$ cat src/rtl/kpn_channel_arbiter.sv
// Sequencing controller for one bounded KPN channel: round-robin arbitration of two
// producers onto the fifo_module write port, one blocking consumer, local occupancy count.
module kpn_channel_arbiter #(
  parameter int BITS_NUMBER   = 16,
  parameter int FIFO_ELEMENTS = 5,
  parameter int COUNT_BITS    = 3
) (
  input  logic                   clk,
  input  logic                   reset,
  input  logic                   req_1,
  input  logic                   req_2,
  input  logic [BITS_NUMBER-1:0] entry_1,
  input  logic [BITS_NUMBER-1:0] entry_2,
  output logic                   grant_1,
  output logic                   grant_2,
  input  logic                   rd_req,
  output logic [BITS_NUMBER-1:0] output_1,
  output logic                   data_valid,
  output logic                   fifo_wr,
  output logic                   fifo_rd,
  output logic [BITS_NUMBER-1:0] fifo_entry,
  input  logic [BITS_NUMBER-1:0] fifo_output,
  output logic [COUNT_BITS-1:0]  count,
  output logic                   full,
  output logic                   empty
);

  typedef enum logic {WR_IDLE, WR_PULSE} wr_state_e;
  typedef enum logic [1:0] {RD_IDLE, RD_PULSE, RD_WAIT, RD_DONE} rd_state_e;

  localparam logic [COUNT_BITS-1:0] FULL_LEVEL = COUNT_BITS'(FIFO_ELEMENTS);
  localparam logic [COUNT_BITS-1:0] ONE        = COUNT_BITS'(1);

  wr_state_e             wr_state_q;
  rd_state_e             rd_state_q;
  logic                  grant_1_q, grant_2_q, fifo_wr_q, fifo_rd_q, data_valid_q;
  logic                  last_grant_2_q;
  logic [BITS_NUMBER-1:0] fifo_entry_q, output_1_q;
  logic [COUNT_BITS-1:0] count_q, count_d;
  logic                  full_q, empty_q;
  logic                  wr_commit, sel_2, rd_commit;

  // Commit decisions use the pre-edge count, so a write can never land in a full channel.
  always_comb begin
    wr_commit = (wr_state_q == WR_IDLE) && !full_q && (req_1 || req_2);
    sel_2     = req_2 && (!req_1 || !last_grant_2_q);
    rd_commit = (rd_state_q == RD_IDLE) && rd_req && !empty_q;
    if (wr_commit && !rd_commit) begin
      count_d = count_q + ONE;
    end else if (rd_commit && !wr_commit) begin
      count_d = count_q - ONE;
    end else begin
      count_d = count_q;
    end
  end

  always_ff @(posedge clk) begin
    if (!reset) begin
      count_q <= '0;
      full_q  <= 1'b0;
      empty_q <= 1'b1;
    end else begin
      count_q <= count_d;
      full_q  <= (count_d == FULL_LEVEL);
      empty_q <= (count_d == '0);
    end
  end

  // Write side: last_grant_2_q=1 after reset gives producer 1 first priority.
  always_ff @(posedge clk) begin
    if (!reset) begin
      wr_state_q     <= WR_IDLE;
      fifo_wr_q      <= 1'b0;
      grant_1_q      <= 1'b0;
      grant_2_q      <= 1'b0;
      fifo_entry_q   <= '0;
      last_grant_2_q <= 1'b1;
    end else begin
      case (wr_state_q)
        WR_IDLE: begin
          if (wr_commit) begin
            fifo_entry_q   <= sel_2 ? entry_2 : entry_1;
            fifo_wr_q      <= 1'b1;
            grant_1_q      <= !sel_2;
            grant_2_q      <= sel_2;
            last_grant_2_q <= sel_2;
            wr_state_q     <= WR_PULSE;
          end else begin
            fifo_wr_q <= 1'b0;
            grant_1_q <= 1'b0;
            grant_2_q <= 1'b0;
          end
        end
        WR_PULSE: begin
          fifo_wr_q  <= 1'b0;
          grant_1_q  <= 1'b0;
          grant_2_q  <= 1'b0;
          wr_state_q <= WR_IDLE;
        end
        default: begin
          fifo_wr_q  <= 1'b0;
          grant_1_q  <= 1'b0;
          grant_2_q  <= 1'b0;
          wr_state_q <= WR_IDLE;
        end
      endcase
    end
  end

  // Read side: the FIFO presents the token one cycle after its rd strobe; capture leaving RD_WAIT.
  always_ff @(posedge clk) begin
    if (!reset) begin
      rd_state_q   <= RD_IDLE;
      fifo_rd_q    <= 1'b0;
      data_valid_q <= 1'b0;
      output_1_q   <= '0;
    end else begin
      case (rd_state_q)
        RD_IDLE: begin
          data_valid_q <= 1'b0;
          if (rd_commit) begin
            fifo_rd_q  <= 1'b1;
            rd_state_q <= RD_PULSE;
          end else begin
            fifo_rd_q <= 1'b0;
          end
        end
        RD_PULSE: begin
          fifo_rd_q  <= 1'b0;
          rd_state_q <= RD_WAIT;
        end
        RD_WAIT: begin
          output_1_q   <= fifo_output;
          data_valid_q <= 1'b1;
          rd_state_q   <= RD_DONE;
        end
        RD_DONE: begin
          data_valid_q <= 1'b0;
          rd_state_q   <= RD_IDLE;
        end
        default: begin
          fifo_rd_q    <= 1'b0;
          data_valid_q <= 1'b0;
          rd_state_q   <= RD_IDLE;
        end
      endcase
    end
  end

  assign grant_1    = grant_1_q;
  assign grant_2    = grant_2_q;
  assign fifo_wr    = fifo_wr_q;
  assign fifo_rd    = fifo_rd_q;
  assign fifo_entry = fifo_entry_q;
  assign output_1   = output_1_q;
  assign data_valid = data_valid_q;
  assign count      = count_q;
  assign full       = full_q;
  assign empty      = empty_q;

endmodule

$ cat config.mk
export PLATFORM = sky130hd
export DESIGN_NAME = kpn_channel_arbiter
export DESIGN_NICKNAME = d
export VERILOG_FILES = /design/src/rtl/kpn_channel_arbiter.sv
export SDC_FILE = /design/constraint.sdc
export NUM_CORES = 1
export LEC_CHECK = 0
export CORE_MARGIN = 4
export CORE_UTILIZATION = 44
export DETAILED_ROUTE_END_ITERATION = 7
export PLACE_DENSITY_LB_ADDON = 0.15
export SYNTH_ARGS = -nofsm -noshare
export SYNTH_HDL_FRONTEND = slang
export SYNTH_SLANG_ARGS = --single-unit
$ cat constraint.sdc
create_clock -name clk -period 2.6 [get_ports clk]
set_clock_uncertainty 0.2 [all_clocks]
set_input_delay 0.78 -clock clk [delete_from_list [all_inputs] [get_ports clk]]
set_output_delay 0.78 -clock clk [all_outputs]
set_load 0.02 [all_outputs]
==> impl_metrics.csv <==
group,metric,value,unit
worst_setup_path,path_class,"reg2out",
run_status,status,"completed",
floorplanning,ios,95,
worst_setup_path,timing.critical_path.buf_inv,1,
worst_setup_path,worstPathCellList,"clkdlybuf4s50_1",
floorplanning,row_count,24,
clock_tree,clock-sinks,45,
synthesis,synth_nets,258,
routing,drt-vias-per-instance,5.13,
timing,rsz0062_at_grt,"false",
timing,fin_crit,2.36,ns
grt,grt_pass1_wl,7220,µm
worst_setup_path,critPathArrivalTime,1.38,ns
floorplanning,die-height,75.5,µm
timing,max_slew_margin,74.7,%
grt,grt_use_total,16.4,%
layout,syn2layout_area_growth,54.0,%
synthesis,synth_area_leaders,"dfxtp_1, mux2i_1, a211oi_1",
floorplanning,die_x,75.5,µm
clock_tree,cts_buffers,5,
clock_tree,cts-resized-gates,0,
clock_tree,cts_tree,"yes",
synthesis,synthesis.instances,198,
pwr,cellPowerDensity,810,mW/mm²
grt,grt_pass1_vias,1670,
floorplanning,initial_utilization,45.7,%
layout,multiInputGateArea,0.00100,mm²
timing,fmax,0.423,GHz
worst_setup_path,endpoint_kind,"output port",
routing,wl,4550,µm
pwr,p_leak,1.17,nW
clock_tree,htreeDepth,2,
min_path,whs_path_depth,2,
clock_tree,cts_buffer_depth,2,
synthesis,synth_top_area_share,44.9,%
min_path,holdCritStartpoint,"output_1[8]",
min_path,hp-class,"reg2reg",
timing,min_period_over_period,90.9,%
synthesis,ys_seq_area_share,44.9,%
layout,antenna-diode-count,0,
worst_setup_path,r2r-end,"empty",
grt,antenna_found_initial,0,
synthesis,syn_avg_cell_area,10.1,µm²
worst_setup_path,r2r_start,"count[0]",
layout,seq_area,901,µm²
floorplanning,coreArea,0.00438,mm²
routing,ant_nets,0,
floorplanning,dieArea,0.00570,mm²
clock_tree,cts_setup_buffers,0,
clock_tree,cts.clk_slew.worst_paths,0.08,ns
grt,grt_max_degree,34,
clock_tree,cts_hold_buf,0,
synthesis,synth_area,0.00201,mm²
worst_setup_path,crit_slowest_cell,"clkdlybuf4s50_1",
layout,drive_gt1_share,8.53,%
synthesis,ys_warn_count,0,
worst_setup_path,reg2reg_depth,5,
synthesis,yosys.area.top_type,"dfxtp_1",
place,finalWeightedCongestion,0.837,
routing,drc,0,
min_path,min_to,"output_1[8]",
routing,wire_per_inst,13.2,µm
place,io_buffers,94,
timing,finalHoldViolCount,0,
routing,first_pass_iters,4,
place,hpwl,3490,µm
worst_setup_path,reg2reg_slack,0.65,ns
timing,setup_viol,0,
timing,drv_slew,0,
synthesis,synth-seq-cells,45,
routing,num_vias,1770,
pwr,vdd_drop_max,0.000374,V
worst_setup_path,cp.required,1.62,ns
clock_tree,clock_latency,0.29,ns
timing,tightest_slew,0.380,ns
clock_tree,cts-root-buf,"clkbuf_8",
worst_setup_path,startpoint_type,"register",
run,cap_viol_max_count,0,
layout,nets,353,
layout,n_fill_cell,356,
worst_setup_path,critPathMaxStageDelay,0.65,ns
synthesis,ys_types,36,
worst_setup_path,cpLargestDelayFamily,"buffers and inverters",
grt,grt_overflow,0,
routing,drt_iter0_drc,26,
pwr,power.total,0.00250,W
timing,fin_setup_tns,0,ns
worst_setup_path,crit_path_max_fanout,6,
[state kept, by name, summed over array words and instances (netlist names)]
signal          count
data_valid          1
grant_1             1
empty               1
fifo_rd             1
grant_2             1
rd_state_q          2
count               3
fifo_wr             1
last_grant_2_q      1
output_1           16
fifo_entry         16
full                1
[cells in the final DEF (no fill, tap or decap), types with 2 or more instances in the layout]
master           netlist  layout
a211oi_1              21      21
nand2_1                2       2
inv_1                  6       6
o21ai_0                2       2
dfxtp_1               45      45
nor2_4                 2       2
nand3_1                2       2
buf_4                  2       4
buf_12                 0       2
clkdlybuf4s50_1        0      94
mux2i_1               34      34
nor2_1                38      38
nor3_1                 4       4
clkbuf_8               0       6
ha_1                   7       7
a31oi_1                2       2
a21oi_1                2       2
a21oi_2                2       2
[final cells by class]
| cell class | count | area share (%) |
|---|---|---|
| Tap cell | 52 | 2.11 |
| Timing Repair Buffer | 100 | 32.7 |
| Inverter | 6 | 0.729 |
| Sequential cell | 45 | 29.2 |
| Multi-Input combinational cell | 135 | 32.5 |
| Clock buffer | 7 | 2.79 |
[where the power goes]
group	switching (W)	internal, W	leakage (nW)	total [W]
Sequential	0.0000922	0.000834	0.370	0.000926
Combinational	0.000571	0.000572	0.756	0.00114
Clock	0.000220	0.000211	0.0443	0.000431
Total	0.000884	0.00162	1.17	0.00250
[cells by family (layout without fill, tap and decap cells)]
kind of cell | after synthesis | count (layout) | share of synthesized area (%)
multiplexers | 34 | 34 | 17.0
buffers and inverters | 18 | 113 | 5.05
adder cells (fa/ha/maj) | 7 | 7 | 4.37
AO/OA/AOI/OAI | 35 | 35 | 13.7
AND/OR/NAND/NOR | 59 | 59 | 15.0
flip-flops | 45 | 45 | 44.9
[per-stage QoR]
stage | worst slack (ns) | utilization, % | std cells | hold slack [ns] | area [µm²]
after global placement | 0.114 | 68.5 | 338 | 0.273 | 3000
after global routing | 0.191 | 70.5 | 345 | 0.319 | 3090
after floorplan | 0.669 | - | 198 | 0.276 | 2010
after CTS | 0.229 | 70.5 | 345 | 0.302 | 3090
final | 0.237 | 70.5 | 345 | 0.294 | 3090
after detailed placement | 0.0693 | 68.5 | 338 | 0.282 | 3000
[synth_stat cells]
cell type  count
dfxtp_1       45
nor2_1        38
mux2i_1       34
a211oi_1      21
ha_1           7
inv_1          6
nor3_1         4
buf_2          3
buf_6          3
clkbuf_1       3
a21oi_1        2
a21oi_2        2
a31oi_1        2
buf_4          2
nand2_1        2
nand3_1        2
nor2_4         2
o21ai_0        2
a211o_2        1
a211oi_2       1
a21boi_2       1
and2_1         1
and3_1         1
and3b_2        1
buf_1          1
nand3b_1       1
nand4_1        1
nand4_2        1
nor4_1         1
nor4_4         1
nor4b_1        1
o211ai_2       1
o21ai_1        1
o41ai_2        1
or2_1          1
or2_2          1
[worst max path at each step]
stage                         from  endpoint  cells past startpoint
after global placement       req_1     empty                      5
after floorplan              req_2     empty                      4
after CTS                 count[0]  count[0]                      1
final                     count[0]  count[0]                      1
after global routing      count[0]  count[0]                      1
after detailed placement     req_2     empty                      5
[per-layer routing]
layer,GRT usage [%],part of all wire (%),vias to the layer above
li1,-,-,894
met1,18.1,39,808
met2,28.4,48,63
met3,7.26,11,5
met4,5.24,1.2,0
met5,0,0,-
(Power assumes the default switching activity.)
